[config.mk]
export PLATFORM = sky130hd
export DESIGN_NAME = banked_read_mux_pipe
export DESIGN_NICKNAME = d
export VERILOG_FILES = /design/src/rtl/banked_read_mux_pipe.sv
export SDC_FILE = /design/constraint.sdc
export NUM_CORES = 1
export LEC_CHECK = 0
export ABC_CLOCK_PERIOD_IN_PS = 2600
export BUFFER_PORTS_ARGS = -buffer_cell sky130_fd_sc_hd__buf_2
export CAP_MARGIN = 30
export CORE_ASPECT_RATIO = 0.7
export CORE_MARGIN = 5
export CORE_UTILIZATION = 41
export CTS_CLUSTER_SIZE = 24
export DETAILED_ROUTE_END_ITERATION = 8
export GPL_ROUTABILITY_DRIVEN = 0
export GPL_TIMING_DRIVEN = 1
export PLACE_DENSITY = 0.83
export SLEW_MARGIN = 30
export SYNTH_ARGS = -nofsm -noshare
export SYNTH_HDL_FRONTEND = slang
export SYNTH_SLANG_ARGS = --single-unit
[constraint.sdc]
create_clock -name CK -period 2.6 [get_ports CK]
set_clock_uncertainty 0.2 [all_clocks]
set_input_delay 0.13 -clock CK [delete_from_list [all_inputs] [get_ports CK]]
set_output_delay 0.13 -clock CK [all_outputs]
set_load 0.1 [all_outputs]
[src/rtl/banked_read_mux_pipe.sv]
// banked_read_mux_pipe: registered bank/address read-select with a valid/ready response port.
// Define PARITY_EN to add the rsp_par even-parity output.
module banked_read_mux_pipe #(
   parameter int DW = 1,
   parameter int AW = 4,
   parameter int NBANK = 4,
   parameter logic [(NBANK<<AW)-1:0] MAP_MASK = '1,
   localparam int NCH = NBANK << AW,
   localparam int BW = NBANK > 1 ? $clog2(NBANK) : 1
) (
   input  logic              CK,
   input  logic              RN,
   input  logic              req_valid,
   output logic              req_ready,
   input  logic [AW-1:0]     req_addr,
   input  logic [BW-1:0]     req_bank,
   input  logic              req_sel,
   input  logic              req_gate,
   input  logic [NCH*DW-1:0] ch_data,
   output logic              rsp_valid,
   input  logic              rsp_ready,
   output logic [DW-1:0]     rsp_data,
`ifdef PARITY_EN
   output logic              rsp_par,
`endif
   output logic              rsp_err
);
   typedef enum logic [1:0] {IDLE, DECODE, RESP} state_t;
   state_t state;
   logic [AW-1:0] c_addr;
   logic [BW-1:0] c_bank;
   logic c_sel, c_gate;
   logic [AW+BW-1:0] idx;
   logic bank_bad, dec_err;
   logic [DW-1:0] dec_data;
   // bank*2**AW + addr is exactly the concatenation, so it can never overflow
   assign idx = {c_bank, c_addr};
   assign bank_bad = int'(c_bank) >= NBANK;
   assign dec_err = !c_sel | (bank_bad ? 1'b1 : !MAP_MASK[idx]);
   assign dec_data = !c_gate ? '1 : dec_err ? '0 : ch_data[idx*DW +: DW];
   always_ff @(posedge CK or negedge RN) begin
      if (!RN) begin
         state <= IDLE;
         req_ready <= 1'b1;
         rsp_valid <= 1'b0;
         rsp_data <= '0;
         rsp_err <= 1'b0;
`ifdef PARITY_EN
         rsp_par <= 1'b0;
`endif
         c_addr <= '0;
         c_bank <= '0;
         c_sel <= 1'b0;
         c_gate <= 1'b0;
      end else begin
         case (state)
            IDLE: if (req_valid && req_ready) begin
               c_addr <= req_addr;
               c_bank <= req_bank;
               c_sel <= req_sel;
               c_gate <= req_gate;
               req_ready <= 1'b0;
               state <= DECODE;
            end
            DECODE: begin
               rsp_data <= dec_data;
               rsp_err <= c_gate & dec_err;
`ifdef PARITY_EN
               rsp_par <= ^dec_data;
`endif
               rsp_valid <= 1'b1;
               state <= RESP;
            end
            RESP: if (rsp_ready) begin
               rsp_valid <= 1'b0;
               req_ready <= 1'b1;
               state <= IDLE;
            end
            default: begin
               req_ready <= 1'b1;
               rsp_valid <= 1'b0;
               state <= IDLE;
            end
         endcase
      end
   end
endmodule

# Word-level counts from Yosys, hierarchy flattened
# Memories as Yosys holds them, arrays and structs flattened.
# Index checks and enable logic that the tools add are counted.
[word_totals]
mem_count = 1
wordCells = 39
reg_bits = 14
in_bits = 76
romBits = 64
[op_classes]
mux = 11
n_reduce_logical = 8
bitwise = 4
order_cmp = 1
n_eq_ne = 4
shift = 1
[memory_table]
columns = ["memory", "depth", "width", "rd", "rd_ports_with_merged_regs", "write_ports", "line", "text"]
rows = [
  ["(name not given)", 64, 1, 1, 0, 0, "39", "assign dec_err = !c_sel | (bank_bad ? 1'b1 : !MAP_MASK[idx]);"],
]
[ops]
columns = ["operator", "n"]
rows = [
  ["$shiftx A64 B7 Y1", 1],
  ["$lt A6 B7 Y1 const B", 1],
  ["$mux W1", 6],
  ["$pmux W1 S3", 2],
  ["$pmux W2 S3", 1],
  ["$reduce_and A2 Y1", 3],
  ["$mux W2", 2],
  ["$ne A2 B2 Y1 const B", 2],
  ["$reduce_and A3 Y1", 1],
  ["$eq A2 B1 Y1 const B", 1],
  ["$eq A2 B2 Y1 const B", 1],
  ["$logic_not A1 Y1", 2],
  ["$logic_not A2 Y1", 1],
  ["$not A1 Y1", 2],
  ["$and A1 B1 Y1", 1],
  ["$logic_and A1 B1 Y1", 1],
  ["$or A1 B1 Y1", 1],
]

# Longest topological paths before layout
# Gate-level depths: netlist of the first run.
[logic_depth]
ltp_word = 6
depth_mapped = 7

# Least setup slack after synthesis of the first run
# OpenSTA, ideal clock, no wires.
[synth_path]
path_kind = "register to register"
start = "reg req_ready"
end = "reg c_addr[0]"
setup_ns = 0.125
arrival_ns = 1.584
period_less_slack_ns = 1.908
n_path_buf = 1
stages_incl_launch_ff = 4
slack_ns = 0.692
path_cell_list = "dfstp_2 and3_1 buf_2 mux2_2"
[synth_via]
elab_chain_cells = 2
[synth_lines]
columns = ["element", "line", "text"]
rows = [
  ["from (decl)", "14", "output logic req_ready,"],
  ["from (signal assigned)", "44", "req_ready <= 1'b1;"],
  ["from (signal assigned)", "62", "req_ready <= 1'b0;"],
  ["from (signal assigned)", "76", "req_ready <= 1'b1;"],
  ["$logic_and A1 B1 Y1", "57", "IDLE: if (req_valid && req_ready) begin"],
  ["$reduce_and A2 Y1 (no line)", "-", ""],
  ["to (signal assigned)", "58", "c_addr <= req_addr;"],
  ["to (decl)", "30", "logic [AW-1:0] c_addr;"],
]
# No other way between the ends.
# A chain may end at the register's enable or synchronous reset.

# Final worst setup path of the first run
[layout_path]
start = "reg c_addr[2]"
end = "reg rsp_data"
[layout_via]
elab_chain_cells = 6
word_cells_on_any_way = 7
[layout_lines]
columns = ["element", "line", "text"]
rows = [
  ["$mem_v2 Z64 W1", "-", ""],
  ["$mux W1 (not written as such)", "39", ""],
  ["$logic_not A1 Y1", "39", ""],
  ["$or A1 B1 Y1", "39", ""],
  ["$mux W1 * (2 in a row)", "40", "assign dec_data = !c_gate ? '1 : dec_err ? '0 : ch_data[idx*DW +: DW];"],
  ["to (signal assigned)", "66", "rsp_data <= dec_data;"],
  ["to (decl)", "22", "output logic [DW-1:0] rsp_data,"],
]
# Mark *: on every way between the ends. The rest lies on a longest branch, timed or not. The select of a mux whose other input is x is not followed.

==> flow_summary.json, run 1 <==
{
  "antenna_found_initial": 0,
  "p_leak_nw": 0.8251,
  "cts_resized": 0,
  "root_buffer": "clkbuf_8",
  "synth_adder_area_share_pct": 0,
  "rsz0062_at_grt": "no",
  "fmax_mhz": 468.1,
  "period_needed_ns": 2.136,
  "dieArea_mm2": 0.004064,
  "port_buffers": 79,
  "mostFrequentLayoutCells": "buf_2, dfrtp_1, dlygate4sd3_1",
  "finalWirelength_mm": 3.278,
  "critical_path_buf_inv_count": 1,
  "gr-total-overflow": 0,
  "clk_pin_slew_worst_paths_ns": 0.06,
  "io_pins": 80,
  "yosys.area_share.simple_pct": 9.660,
  "post-place-cells": 193,
  "initial_utilization_pct": 42.36,
  "grt_first_pass_wirelength_mm": 5.188,
  "firstDrtPassIters": 4,
  "cap_violations": 0,
  "cts_tree": "yes",
  "tightest_slew_ns": 0.4887,
  "cts_num_sinks": 14,
  "critPathMaxStageDelay_ns": 0.53,
  "hold_path.class": "primary input to asynchronous set/reset pin",
  "core_area_mm2": 0.002783,
  "die_w_um": 74.09,
  "ys_seq_area_share_pct": 29.83,
  "htree_levels": 1,
  "largest_register": "c_addr",
  "critPathRequiredTime_ns": 2.52,
  "crit_family": "flip-flops",
  "slew_violations": 0,
  "synthMuxAreaShare_pct": 47.03,
  "area_growth_syn_to_layout_pct": 44.27,
  "numCtsBuffers": 3,
  "place_area_mm2": 0.001535,
  "vias_per_cell": 5.240,
  "avgSynthCellArea_um2": 14.03,
  "fin_cells": 208,
  "status": "complete, no violations",
  "largest_reg_flops": 4,
  "grt_pass1_vias": 1161,
  "finalSetupTns_ns": 0,
  "rows": 16,
  "crit_path_start_kind": "flop",
  "grt.total_usage_pct": 17.31,
  "vias": 1090,
  "crit_chain": "buf_4 -> mux4_2 -> a31oi_1 -> o211ai_1 -> nand4_1 -> nand3_1",
  "min_period_over_period_pct": 82.16,
  "synth_area_mm2": 0.001179,
  "insertion_delay_ns": 0.24,
  "cp_data_arrival_time_ns": 2.06,
  "nNetsFinal": 249,
  "clk_path_buf_depth": 2,
  "vdd_drop_max_uv": 456.1,
  "max-slew-margin-rel_pct": 67.42,
  "dp_hpwl_mm": 2.728,
  "hold_viol": 0,
  "drtIter0Drc": 54,
  "route.detailed.drc": 0,
  "wl_per_cell_um": 15.76,
  "crit_slowest_cell": "dfrtp_1",
  "largestRegisters": "c_addr (4), c_bank (2), state (2)",
  "synth_seq_cells": 14,
  "antenna_cells": 0,
  "endpoint_kind": "flop",
  "syn_inst": 84,
  "layout-drive-gt1-share_pct": 58.72,
  "grt_max_degree": 16,
  "cp_max_fo": 9,
  "pre_cts_slack_ns": 0.4450,
  "power_mw": 1.459,
  "finalWorstSetupSlack_ns": 0.4638,
  "synth_compound_area_share_pct": 5.414,
  "yosysWarnings": 0,
  "syn_nets": 160,
  "worstSetupPathType": "flop to flop",
  "antenna_left": 0,
  "die_y_um": 54.86,
  "synth_cell_types": 29,
  "fin_area_mm2": 0.001700,
  "synth_top_family_by_area": "multiplexers",
  "setup_viol": 0,
  "n_fill_cell": 227,
  "final_common_cell": "buf_2",
  "p_per_area_mw_per_mm2": 858.2,
  "synth_xor_area_share_pct": 0
}
## synth_stat cells
master,n,area (µm²)
a22oi_1,1,7.510
and3_1,1,6.260
nor2b_1,1,6.260
mux2_2,8,90.09
a211oi_1,1,7.510
nor2_1,3,11.26
mux2i_1,7,70.07
mux4_2,7,157.7
nand4_1,1,6.260
o211ai_1,2,15.01
o21a_1,1,7.510
dfstp_2,1,26.28
nand4b_1,1,8.760
mux4_1,9,236.5
nand2b_1,2,12.51
clkbuf_8,4,55.05
or2b_2,1,8.760
buf_12,1,20.02
a31oi_1,1,6.260
a21oi_1,1,5.000
nand3_1,1,5.000
buf_2,1,5.000
inv_1,1,3.750
nand3b_1,2,15.01
nand2_1,7,26.28
o21ai_0,3,15.01
dfrtp_1,13,325.3
nor3b_1,1,7.510
buf_6,1,11.26
## through the flow
step	util (%)	hold slack (ns)
floorplan	-	-0.3656
global placement	55.17	-0.1678
detailed placement	55.17	-0.1584
CTS	61.11	0.1156
global route	61.11	0.1526
finish	61.11	0.1110
## final timing paths
check	startpoint	end	slack [ns]	cells past startpoint
min in group CK	rsp_data	rsp_data	0.29	2
max in group asynchronous	RN	req_ready	1.81	2
setup reg to reg	c_addr[2]	rsp_data	0.46	6
hold reg to reg	rsp_data	rsp_data	0.29	2
hold / removal	RN	state[0]	0.11	2
setup / recovery	c_addr[2]	rsp_data	0.46	6
## report_power, final
part,internal (mW),switching [mW]
Combinational,0.419,0.360
Sequential,0.302,0.173
Clock,0.134,0.0721
Total,0.855,0.604
## cell families after synthesis
group / count (synthesis)
compound gates: 10
buf+inv: 8
flops: 14
mux: 31
simple gates: 21
## cell type report
cell class              instances  area (µm²)  area share [%]
clock buffers                   4       55.05           3.238
inverters                       1       3.754          0.2208
multi-input cells              62       732.0           43.05
flip-flops and latches         14       351.6           20.68
well taps                      36       45.04           2.649
repair buffers                 91       513.0           30.17
## metal layers
| metal | vias up | global-route usage (%) | share of wire [%] |
|---|---|---|---|
| li1 | 516 | - | - |
| met1 | 511 | 20.50 | 38 |
| met2 | 57 | 29.85 | 50 |
| met3 | 6 | 4.954 | 10 |
| met4 | 0 | 7.229 | 2.2 |
| met5 | - | 0 | 0 |
## repair_timing
item                                    CTS  global route
setup buffers                             0             0
hold buffers                             11             0
hold endpoints to repair                 24             0
endpoints found under the setup margin    0             0
Note: power is estimated with default switching activity, not from simulation.
==> run 2, diff against run 1 <==
- ABC_AREA: not set -> 1
- ABC_CLOCK_PERIOD_IN_PS: 2600 -> 2000
- CORE_UTILIZATION: 41 -> 42
- PLACE_DENSITY: 0.83 -> 0.84
- clock period: 2.6 -> 2 ns (I/O delays scaled with it)
==> run 2 against run 1 <==
Compared with the run above:
- synthesized cell count grew 140%
- setup slack got worse by 0.16 ns
- first-iteration DRC count is 35% higher
- utilization increased by 2.1 points
- critical path depth is 5 higher
- sequential power increased by 21%
- combinational power increased by 110%
- register-to-register slack worse by 0.16 ns
- via count is 50% higher
==> flow_summary.json, run 2 <==
{
  "slew_violations": 0,
  "largestRegisters": "c_addr (4), c_bank (2), state (2)",
  "p_per_area_mw_per_mm2": 1388,
  "finalWirelength_mm": 3.923,
  "yosys-top-cells-area": "nand2_1, dfrtp_1, nand3_1",
  "finalWorstSetupSlack_ns": 0.3070,
  "grt_util_met1_pct": 25.11,
  "grt_first_pass_wirelength_mm": 6.023,
  "drtIter0Drc": 73,
  "dp_hpwl_mm": 3.056,
  "tightest_slew_ns": 0.4883,
  "firstDrtPassIters": 4,
  "layout-drive-gt1-share_pct": 32.07,
  "max-slew-margin-rel_pct": 67.67,
  "cap_violations": 0,
  "syn_nets": 280,
  "async_reset_ff_share_pct": 100.0,
  "die_y_um": 55.23,
  "regToRegSetupSlack_ns": 0.31,
  "insertion_delay_ns": 0.24,
  "grt_busiest_layer": "met2",
  "synth_top_area_share_pct": 29.36,
  "cts_tree": "yes",
  "use_met2_pct": 28.54,
  "numCtsBuffers": 3,
  "p_leak_nw": 0.9863,
  "wl_per_cell_um": 12.03,
  "setup_viol": 0,
  "min_period_over_period_pct": 84.65,
  "root_buffer": "clkbuf_8",
  "status": "complete, no violations",
  "comb_power_share_pct": 65.9,
  "critPathRequiredTime_ns": 1.93,
  "core_area_mm2": 0.002803,
  "ys_seq_area_share_pct": 28.64,
  "hold_viol": 0,
  "crit_path_start_kind": "flop",
  "clk_path_buf_depth": 2,
  "synth_edf_count": 0,
  "synth_seq_cells": 14,
  "syn_inst": 204,
  "whs_ns": 0.07619,
  "antenna_cells": 0,
  "endpoint_kind": "flop",
  "reg2regPathDepth": 11,
  "multi_input_area_um2": 721.9,
  "cts_num_sinks": 14,
  "mostFrequentLayoutCells": "nand2_1, buf_2, nand3_1",
  "final_common_cell": "nand2_1",
  "area_growth_syn_to_layout_pct": 44.34,
  "synth_area_mm2": 0.001227,
  "rsz0062_at_grt": "no",
  "grt.total_usage_pct": 17.95,
  "die_w_um": 74.62,
  "route.detailed.drc": 0,
  "largest_register": "c_addr",
  "ys_top_cells_by_count": "nand2_1, nand3_1, dfrtp_1, inv_1, o21ai_0",
  "synth_cell_types": 17,
  "register_area_um2": 352.8,
  "io_pins": 80,
  "avgSynthCellArea_um2": 6.017,
  "hold_path.class": "primary input to asynchronous set/reset pin",
  "n_fill_cell": 280,
  "initial_utilization_pct": 43.79,
  "antenna_found_initial": 0,
  "synth_top_cell_by_area": "nand2_1",
  "nNetsFinal": 367,
  "vias_per_cell": 5.015,
  "clock_power_share_pct": 10.7,
  "port_buffers": 79,
  "intPower_mw": 1.147,
  "synth_ff_type": "dfrtp_1",
  "gr-total-overflow": 0,
  "met3_usage_pct": 4.348,
  "finalSetupTns_ns": 0,
  "htree_levels": 1,
  "yosysWarnings": 0,
  "vdd_drop_max_uv": 650.7,
  "vias": 1635,
  "p_seq_share_pct": 23.4,
  "clk_pin_slew_worst_paths_ns": 0.05,
  "antenna_left": 0,
  "pre_cts_slack_ns": 0.1618,
  "cp_max_fo": 22,
  "period_needed_ns": 1.693,
  "grt_max_degree": 34,
  "cts_setup_buffers": 0,
  "synth_most_common_cell": "nand2_1",
  "switching_share_pct": 53.36,
  "fmax_mhz": 590.7,
  "grt_pass1_vias": 1440,
  "cp_data_arrival_time_ns": 1.63,
  "largest_reg_flops": 4,
  "p_switching_mw": 1.312,
  "dieArea_mm2": 0.004121,
  "worstSetupPathType": "flop to flop",
  "rows": 16
}
## run 2: final timing paths
check                          start   endpoint
min in group CK            req_ready  req_ready
min                               RN  rsp_valid
max                        c_addr[0]   rsp_data
max reg2reg                c_addr[0]   rsp_data
max in group asynchronous         RN  req_ready
min reg2reg                req_ready  req_ready
## run 2: layer usage
layer / vias to the layer above / share of wire (%) / wire length, µm
met4: 0 / 1.6 / 61
li1: 830 / - / -
met3: 6 / 9.7 / 380
met2: 66 / 46 / 1805
met1: 733 / 43 / 1675
met5: - / 0 / 0
## run 2: power groups by stage
stage / Sequential (mW) / Clock (mW) / Combinational, mW
finish: 0.575 / 0.263 / 1.62
global route: 0.599 / 0.283 / 1.82
CTS: 0.570 / 0.270 / 1.62
detailed placement: 0.573 / 0 / 1.60
global placement: 0.567 / 0 / 1.57
floorplan: 0.790 / 0 / 1.13
## run 2: through the flow
step	instance area (µm²)	total power [mW]	util, %	instances
final	1772	2.459	63.21	326
after global routing	1772	2.699	63.21	326
after CTS	1770	2.457	63.17	326
after detailed placement	1605	2.170	57.28	311
after global placement	1605	2.137	57.28	311
after floorplan	1227	1.922	-	204
## run 2: critical path: stages (launching register included)
cell and delay, ns:
dfrtp_2 0.51, buf_12 0.20, nand2_1 0.06, nand3_1 0.09
nand3_1 0.09, nand2_1 0.05, nand2_1 0.06, nand3_1 0.07
nand3_1 0.08, nand3_1 0.07, nand2_1 0.06, nand2_1 0.04
## run 2: logic make-up after synthesis
family,after synthesis,share of synthesized area [%]
AND/OR/NAND/NOR,157,54.23
buffers and inverters,23,12.54
flip-flops,14,28.64
AO/OA/AOI/OAI,9,3.669
multiplexers,1,0.9174
## run 2: layout make-up
cell class                 instances  area share (%)
multi-input combinational        167           40.75
timing repair buffer              94           30.93
tap                               36           2.542
clock buffer                       4           3.107
inverter                          11           2.754
sequential                        14           19.92
## run 2: timing repair
action	CTS	global route
hold buffers	11	0
endpoints found under the hold margin	24	0
setup endpoints to repair	0	1
gates resized for setup	0	1
